### config.mk
export PLATFORM = sky130hd
export DESIGN_NAME = controller
export DESIGN_NICKNAME = d
export VERILOG_FILES = /design/src/rtl/riscv_ctrl_pkg.sv /design/src/rtl/alu_decoder.sv /design/src/rtl/controller.sv
export SDC_FILE = /design/constraint.sdc
export NUM_CORES = 1
export LEC_CHECK = 0
export ABC_AREA = 0
export CAP_MARGIN = 20
export CORE_UTILIZATION = 35
export DETAILED_ROUTE_END_ITERATION = 6
export GPL_TIMING_DRIVEN = 0
export PLACE_DENSITY = 0.74
export SLEW_MARGIN = 20
export SYNTH_ARGS = -nofsm -noshare
export SYNTH_HDL_FRONTEND = slang
export SYNTH_HIERARCHICAL = 1
export SYNTH_SLANG_ARGS = --single-unit
### constraint.sdc
create_clock -name clk -period 2 [get_ports clk]
set_clock_uncertainty 0.15 [all_clocks]
set_input_delay 0.6 -clock clk [delete_from_list [all_inputs] [get_ports clk]]
set_output_delay 0.6 -clock clk [all_outputs]
set_load 0.02 [all_outputs]
### src/rtl/riscv_ctrl_pkg.sv
// Shared encodings for the RV32I-subset multi-cycle controller:
// opcodes, FSM states, ALU/immediate/mux select codes.
package riscv_ctrl_pkg;

    localparam logic [6:0] OP_R    = 7'b0110011;
    localparam logic [6:0] OP_I    = 7'b0010011;
    localparam logic [6:0] OP_LW   = 7'b0000011;
    localparam logic [6:0] OP_SW   = 7'b0100011;
    localparam logic [6:0] OP_BR   = 7'b1100011;
    localparam logic [6:0] OP_JAL  = 7'b1101111;
    localparam logic [6:0] OP_JALR = 7'b1100111;
    localparam logic [6:0] OP_LUI  = 7'b0110111;

    typedef enum logic [3:0] {
        S_FETCH, S_DECODE, S_MEMADR, S_MEMRD, S_MEMWB, S_MEMWR,
        S_EXER, S_EXEI, S_ALUWB, S_BRANCH, S_JAL, S_JALR, S_JALRPC, S_LUI
    } state_t;

    typedef enum logic [1:0] {
        ALUOP_ADD   = 2'b00,
        ALUOP_SUB   = 2'b01,
        ALUOP_FUNCT = 2'b10
    } alu_op_t;

    localparam logic [2:0] ALU_ADD  = 3'b000;
    localparam logic [2:0] ALU_SUB  = 3'b001;
    localparam logic [2:0] ALU_AND  = 3'b010;
    localparam logic [2:0] ALU_OR   = 3'b011;
    localparam logic [2:0] ALU_XOR  = 3'b100;
    localparam logic [2:0] ALU_SLT  = 3'b101;
    localparam logic [2:0] ALU_SLTU = 3'b110;

    localparam logic [2:0] IMM_I = 3'b000;
    localparam logic [2:0] IMM_S = 3'b001;
    localparam logic [2:0] IMM_B = 3'b010;
    localparam logic [2:0] IMM_J = 3'b011;
    localparam logic [2:0] IMM_U = 3'b100;

    localparam logic [1:0] SRCA_PC    = 2'b00;
    localparam logic [1:0] SRCA_OLDPC = 2'b01;
    localparam logic [1:0] SRCA_RD1   = 2'b10;

    localparam logic [1:0] SRCB_RD2  = 2'b00;
    localparam logic [1:0] SRCB_IMM  = 2'b01;
    localparam logic [1:0] SRCB_FOUR = 2'b10;

    localparam logic [1:0] RES_ALUOUT = 2'b00;
    localparam logic [1:0] RES_MDR    = 2'b01;
    localparam logic [1:0] RES_ALURES = 2'b10;
    localparam logic [1:0] RES_IMM    = 2'b11;

endpackage

### src/rtl/alu_decoder.sv
// Maps ALUOp plus instruction function fields onto the ALU operation code.
module alu_decoder
    import riscv_ctrl_pkg::*;
(
    input  alu_op_t    aluop,
    input  logic [2:0] funct3,
    input  logic       funct7b5,
    input  logic       opb5,
    output logic [2:0] alucontrol
);

    always_comb begin
        alucontrol = ALU_ADD;
        case (aluop)
            ALUOP_ADD: alucontrol = ALU_ADD;
            ALUOP_SUB: alucontrol = ALU_SUB;
            ALUOP_FUNCT: begin
                case (funct3)
                    // opb5 separates R-type from I-ALU so addi never becomes sub
                    3'b000:  alucontrol = (opb5 && funct7b5) ? ALU_SUB : ALU_ADD;
                    3'b111:  alucontrol = ALU_AND;
                    3'b110:  alucontrol = ALU_OR;
                    3'b100:  alucontrol = ALU_XOR;
                    3'b010:  alucontrol = ALU_SLT;
                    3'b011:  alucontrol = ALU_SLTU;
                    default: alucontrol = ALU_ADD;
                endcase
            end
            default: alucontrol = ALU_ADD;
        endcase
    end

endmodule

### src/rtl/controller.sv
// Multi-cycle control FSM for the RV32I-subset core: sequences
// fetch/decode/execute/memory/writeback and drives datapath controls.
module controller
    import riscv_ctrl_pkg::*;
(
    input  logic       clk,
    input  logic       rst,
    input  logic       Zero,
    input  logic       ALUResSign,
    input  logic [6:0] op,
    input  logic [6:0] funct7,
    input  logic [2:0] funct3,
    output logic       PCWrite,
    output logic       AdrSrc,
    output logic       MemWrite,
    output logic       IRWrite,
    output logic [2:0] ImmSrc,
    output logic       RegWrite,
    output logic [2:0] ALUControl,
    output logic [1:0] ALUSrcA,
    output logic [1:0] ALUSrcB,
    output logic [1:0] ResultSrc
);

    state_t  state, next;
    alu_op_t aluop;
    logic    pc_we, mem_we, ir_we, reg_we, taken;
    logic    unused_funct7;

    assign unused_funct7 = ^{funct7[6], funct7[4:0]};

    always_ff @(posedge clk) begin
        if (rst) state <= S_FETCH;
        else     state <= next;
    end

    always_comb begin
        case (op)
            OP_I, OP_LW, OP_JALR: ImmSrc = IMM_I;
            OP_SW:                ImmSrc = IMM_S;
            OP_BR:                ImmSrc = IMM_B;
            OP_JAL:               ImmSrc = IMM_J;
            OP_LUI:               ImmSrc = IMM_U;
            default:              ImmSrc = IMM_I;
        endcase
    end

    always_comb begin
        case (funct3)
            3'b000:  taken = Zero;
            3'b001:  taken = !Zero;
            3'b100:  taken = ALUResSign;
            3'b101:  taken = !ALUResSign;
            default: taken = 1'b0;
        endcase
    end

    always_comb begin
        next      = S_FETCH;
        pc_we     = 1'b0;
        mem_we    = 1'b0;
        ir_we     = 1'b0;
        reg_we    = 1'b0;
        AdrSrc    = 1'b0;
        ALUSrcA   = SRCA_PC;
        ALUSrcB   = SRCB_RD2;
        ResultSrc = RES_ALUOUT;
        aluop     = ALUOP_ADD;
        case (state)
            S_FETCH: begin
                ir_we     = 1'b1;
                pc_we     = 1'b1;
                ALUSrcB   = SRCB_FOUR;
                ResultSrc = RES_ALURES;
                next      = S_DECODE;
            end
            S_DECODE: begin
                ALUSrcA = SRCA_OLDPC;
                ALUSrcB = SRCB_IMM;
                case (op)
                    OP_LW, OP_SW: next = S_MEMADR;
                    OP_R:         next = S_EXER;
                    OP_I:         next = S_EXEI;
                    OP_BR:        next = S_BRANCH;
                    OP_JAL:       next = S_JAL;
                    OP_JALR:      next = S_JALR;
                    OP_LUI:       next = S_LUI;
                    default:      next = S_FETCH;
                endcase
            end
            S_MEMADR: begin
                ALUSrcA = SRCA_RD1;
                ALUSrcB = SRCB_IMM;
                next    = (op == OP_LW) ? S_MEMRD : S_MEMWR;
            end
            S_MEMRD: begin
                AdrSrc = 1'b1;
                next   = S_MEMWB;
            end
            S_MEMWB: begin
                ResultSrc = RES_MDR;
                reg_we    = 1'b1;
            end
            S_MEMWR: begin
                AdrSrc = 1'b1;
                mem_we = 1'b1;
            end
            S_EXER: begin
                ALUSrcA = SRCA_RD1;
                ALUSrcB = SRCB_RD2;
                aluop   = ALUOP_FUNCT;
                next    = S_ALUWB;
            end
            S_EXEI: begin
                ALUSrcA = SRCA_RD1;
                ALUSrcB = SRCB_IMM;
                aluop   = ALUOP_FUNCT;
                next    = S_ALUWB;
            end
            S_ALUWB: reg_we = 1'b1;
            S_BRANCH: begin
                ALUSrcA = SRCA_RD1;
                ALUSrcB = SRCB_RD2;
                aluop   = ALUOP_SUB;
                pc_we   = taken;
            end
            // ALUOut holds the target from DECODE while the ALU forms OldPC+4
            S_JAL, S_JALRPC: begin
                pc_we   = 1'b1;
                ALUSrcA = SRCA_OLDPC;
                ALUSrcB = SRCB_FOUR;
                next    = S_ALUWB;
            end
            S_JALR: begin
                ALUSrcA = SRCA_RD1;
                ALUSrcB = SRCB_IMM;
                next    = S_JALRPC;
            end
            S_LUI: begin
                ResultSrc = RES_IMM;
                reg_we    = 1'b1;
            end
            default: next = S_FETCH;
        endcase
    end

    assign PCWrite  = pc_we  && !rst;
    assign MemWrite = mem_we && !rst;
    assign IRWrite  = ir_we  && !rst;
    assign RegWrite = reg_we && !rst;

    alu_decoder u_alu_decoder (
        .aluop      (aluop),
        .funct3     (funct3),
        .funct7b5   (funct7[5]),
        .opb5       (op[5]),
        .alucontrol (ALUControl)
    );

endmodule

==> reports/metrics.json <==
{
  "outcome": {
    "run_status": "finished, violations left",
    "violations_in_the_final_reports": "setup timing"
  },
  "setup_path": {
    "cp_num_buf_inv": 4,
    "path_common_cell": "buf_6",
    "timing.critical_path.to_type": "output port",
    "crit_path_max_fanout": 3,
    "worst_ep_required_time_ns": 1.25,
    "timing.critical_path.from_type": "flip-flop",
    "critPathSlowestCell": "dfxtp_2",
    "timing.setup.critical_path_class": "flip-flop to output port",
    "cp_cell_sequence": "buf_6, buf_8, nor3_4, ha_2, inv_2, a221oi_4, buf_6",
    "timing.critical_path.max_delay_family": "buffers and inverters",
    "arrival_ns": 1.74,
    "timing.critical_path.slowest_cell_delay_ns": 0.32
  },
  "floorplanning": {
    "core-area_um2": 2000,
    "placement_rows": 16,
    "start_util_pct": 38.3,
    "dieWidth_um": 48.8,
    "die_area_um2": 2380,
    "boundaryPins": 38,
    "die_height_um": 48.8
  },
  "synth": {
    "synth.yosys.seq_area_share_pct": 10.4,
    "synth_edf_count": 0,
    "proportion_of_synthesized_flip_flops_having_asynchronous_set_or_reset_pct": 0,
    "avgSynthCellArea_um2": 7.45,
    "syn_area_um2": 767,
    "synth.ff_latch_count": 4,
    "ys_dominant_reg_cell": "dfxtp_1",
    "synth_cells": 103,
    "yosys_warnings": 6,
    "synth_fp_nets": 126,
    "synth.lib_cells_used.distinct": 45
  },
  "run": {
    "cap_viol_max_count": 0
  },
  "sta": {
    "clock.fmax_mhz": 402,
    "setup_repair_after_global_routing_missed_its_margin": "true",
    "drv_slew": 0,
    "report.final.setup_viol": 14,
    "worst_pin_slew_ns": 0.426,
    "layout_min_cycle_time_ns": 2.49,
    "timing.final.ws_setup_ns": -0.486,
    "slew_headroom_pct": 71.4,
    "post-route-period-util_pct": 124,
    "final-hold-violation-count": 0
  },
  "placement": {
    "place.detailed.instances": 160,
    "hpwl_um": 1640,
    "buffer_ports.inserted": 30,
    "placement.setup.worst_slack_ns": -1.22,
    "placedInstanceArea_um2": 1230,
    "gp_congestion": 0.841
  },
  "global_route": {
    "maximum_number_of_pins_on_one_net_before_global_route_repair": 11,
    "grt_pass1_wl_um": 4700,
    "global_route.usage.total_pct": 25.4,
    "number_of_antenna_violations_at_the_first_check_in_global_routing": 0,
    "grt.overflow.total": 0,
    "grt_pass1_vias": 1006
  },
  "clock_tree": {
    "cts-buffers-inserted": 3,
    "clock_sink_count": 4,
    "worst_path_clk_slew_ns": 0.05,
    "htree_num_levels": 1,
    "clk_path_buf_depth": 2,
    "cts.root.buffer_cell": "clkbuf_4",
    "clock_latency_ns": 0.26,
    "tritoncts": "built"
  },
  "finish": {
    "final_cells": 182,
    "fin_nets": 180,
    "antenna_cells": 0,
    "largest-register": "state",
    "layout_common_cells": "buf_4 (23), buf_6 (19), nor2_1 (5)",
    "final_layout_size_suffix_gt1_share_pct": 60.0,
    "area.growth.synth_to_final_pct": 100,
    "fillerInstances": 142,
    "mostFrequentLayoutCell": "buf_4",
    "reg_top3": "state (4)",
    "final_instance_area_um2": 1530,
    "largest_reg_flops": 4
  },
  "power_and_ir_drop": {
    "power.static_leakage_nw": 0.601,
    "irDropWorstVdd_mv": 0.315,
    "ratio_of_total_power_to_cell_area_nw_per_um2": 322,
    "fin_total_pwr_uw": 494
  },
  "route": {
    "first_drt_iteration_drcs": 21,
    "route.vias.total": 1007,
    "drt_drc_violations_left": 0,
    "post_drt_via_cell_ratio": 5.53,
    "drt.antenna.violating_nets": 0,
    "wire_per_inst_um": 16.0,
    "drt_first_pass_iters": 4,
    "drt-total-wl_um": 2920
  },
  "hold_path": {
    "hp-class": "primary input to flip-flop"
  }
}
layer usage:
metal | part of all wire [%] | track usage, % | routed length (um) | vias to the layer above
li1 | - | - | - | 490
met3 | 3.6 | 3.43 | 106 | 2
met5 | 0 | 0 | 0 | -
met2 | 54 | 47.0 | 1560 | 36
met1 | 42 | 29.5 | 1220 | 479
met4 | 1.1 | 9.31 | 31 | 0
layout make-up:
cell class                 count  area (um^2)  share of cell area, %
inverter                       8         30.0                   1.96
sequential                     4         85.1                   5.55
clock buffer                   3         22.5                   1.47
timing repair buffer          49          442                   28.8
buffer                         8          110                   7.18
tap                           27         33.8                   2.20
multi-input combinational     83          811                   52.9
power breakdown:
| group | switching [mW] | internal [mW] | total, mW |
|---|---|---|---|
| clock network | 0.0486 | 0.0682 | 0.117 |
| logic | 0.137 | 0.154 | 0.291 |
| registers | 0.00202 | 0.0840 | 0.0861 |
through the flow:
stage	hold WS, ns	utilization [%]	setup TNS [ns]
2_1_floorplan	0.490	-	-0.381
3_3_place_gp	0.576	61.4	-12.72
3_5_place_dp	0.566	61.4	-12.94
4_1_cts	0.510	73.0	-3.15
5_1_grt	0.514	76.6	-4.60
6_report	0.494	76.6	-3.82
tightest hold or removal path, cell delays in order:
cell,delay [ns]
buf_12,0.11
o21ai_0,0.06
a311oi_1,0.09
logic make-up after synthesis:
family | after synthesis | synth area share (%)
AND/OR/NAND/NOR | 48 | 38.7
AO/OA/AOI/OAI | 25 | 26.8
buffers and inverters | 16 | 11.6
XOR/XNOR | 7 | 7.99
flip-flops | 4 | 10.4
adder cells (fa/ha/maj) | 2 | 3.26
multiplexers | 1 | 1.31
timing repair:
| action | in CTS | in global routing |
|---|---|---|
| setup endpoints to repair | 19 | 17 |
| hold buffers | 0 | 0 |
| pin swaps | 19 | 11 |
| setup buffers | 18 | 1 |
| endpoints found under the hold margin | 0 | 0 |
| resized for setup | 170 | 15 |
worst paths after layout:
kind / start / depth (start not counted) / to / slack (ns)
worst max-delay path: state[2]$_SDFF_PP0_ / 7 / ALUControl[0] / -0.49
worst min-delay path: op[2] / 3 / state[3]$_SDFF_PP0_ / 0.49
worst max register to register: state[2]$_SDFF_PP0_ / 6 / state[2]$_SDFF_PP0_ / 0.27
worst min register to register: state[3]$_SDFF_PP0_ / 3 / state[0]$_SDFF_PP0_ / 0.61
cells in the mapped netlist (2+ instances only):
library cell  n  area [um^2]
or3_1         2         12.5
xnor2_1       5         43.8
nand2b_1      5         31.3
nor2b_1       4         25.0
inv_1         8         30.0
o21ai_0       2         10.0
ha_1          2         25.0
nor4_1        2         12.5
xor2_1        2         17.5
nand2_1       5         18.8
a311oi_1      2         17.5
nand3_1       5         25.0
buf_6         3         33.8
dfxtp_1       4         80.1
nor3b_1       4         30.0
a21oi_1       3         15.0
buf_2         5         25.0
a211oi_1      4         30.0
nor3_1        6         30.0
nor2_1        5         18.8
Power figures use the tool's default switching activity.
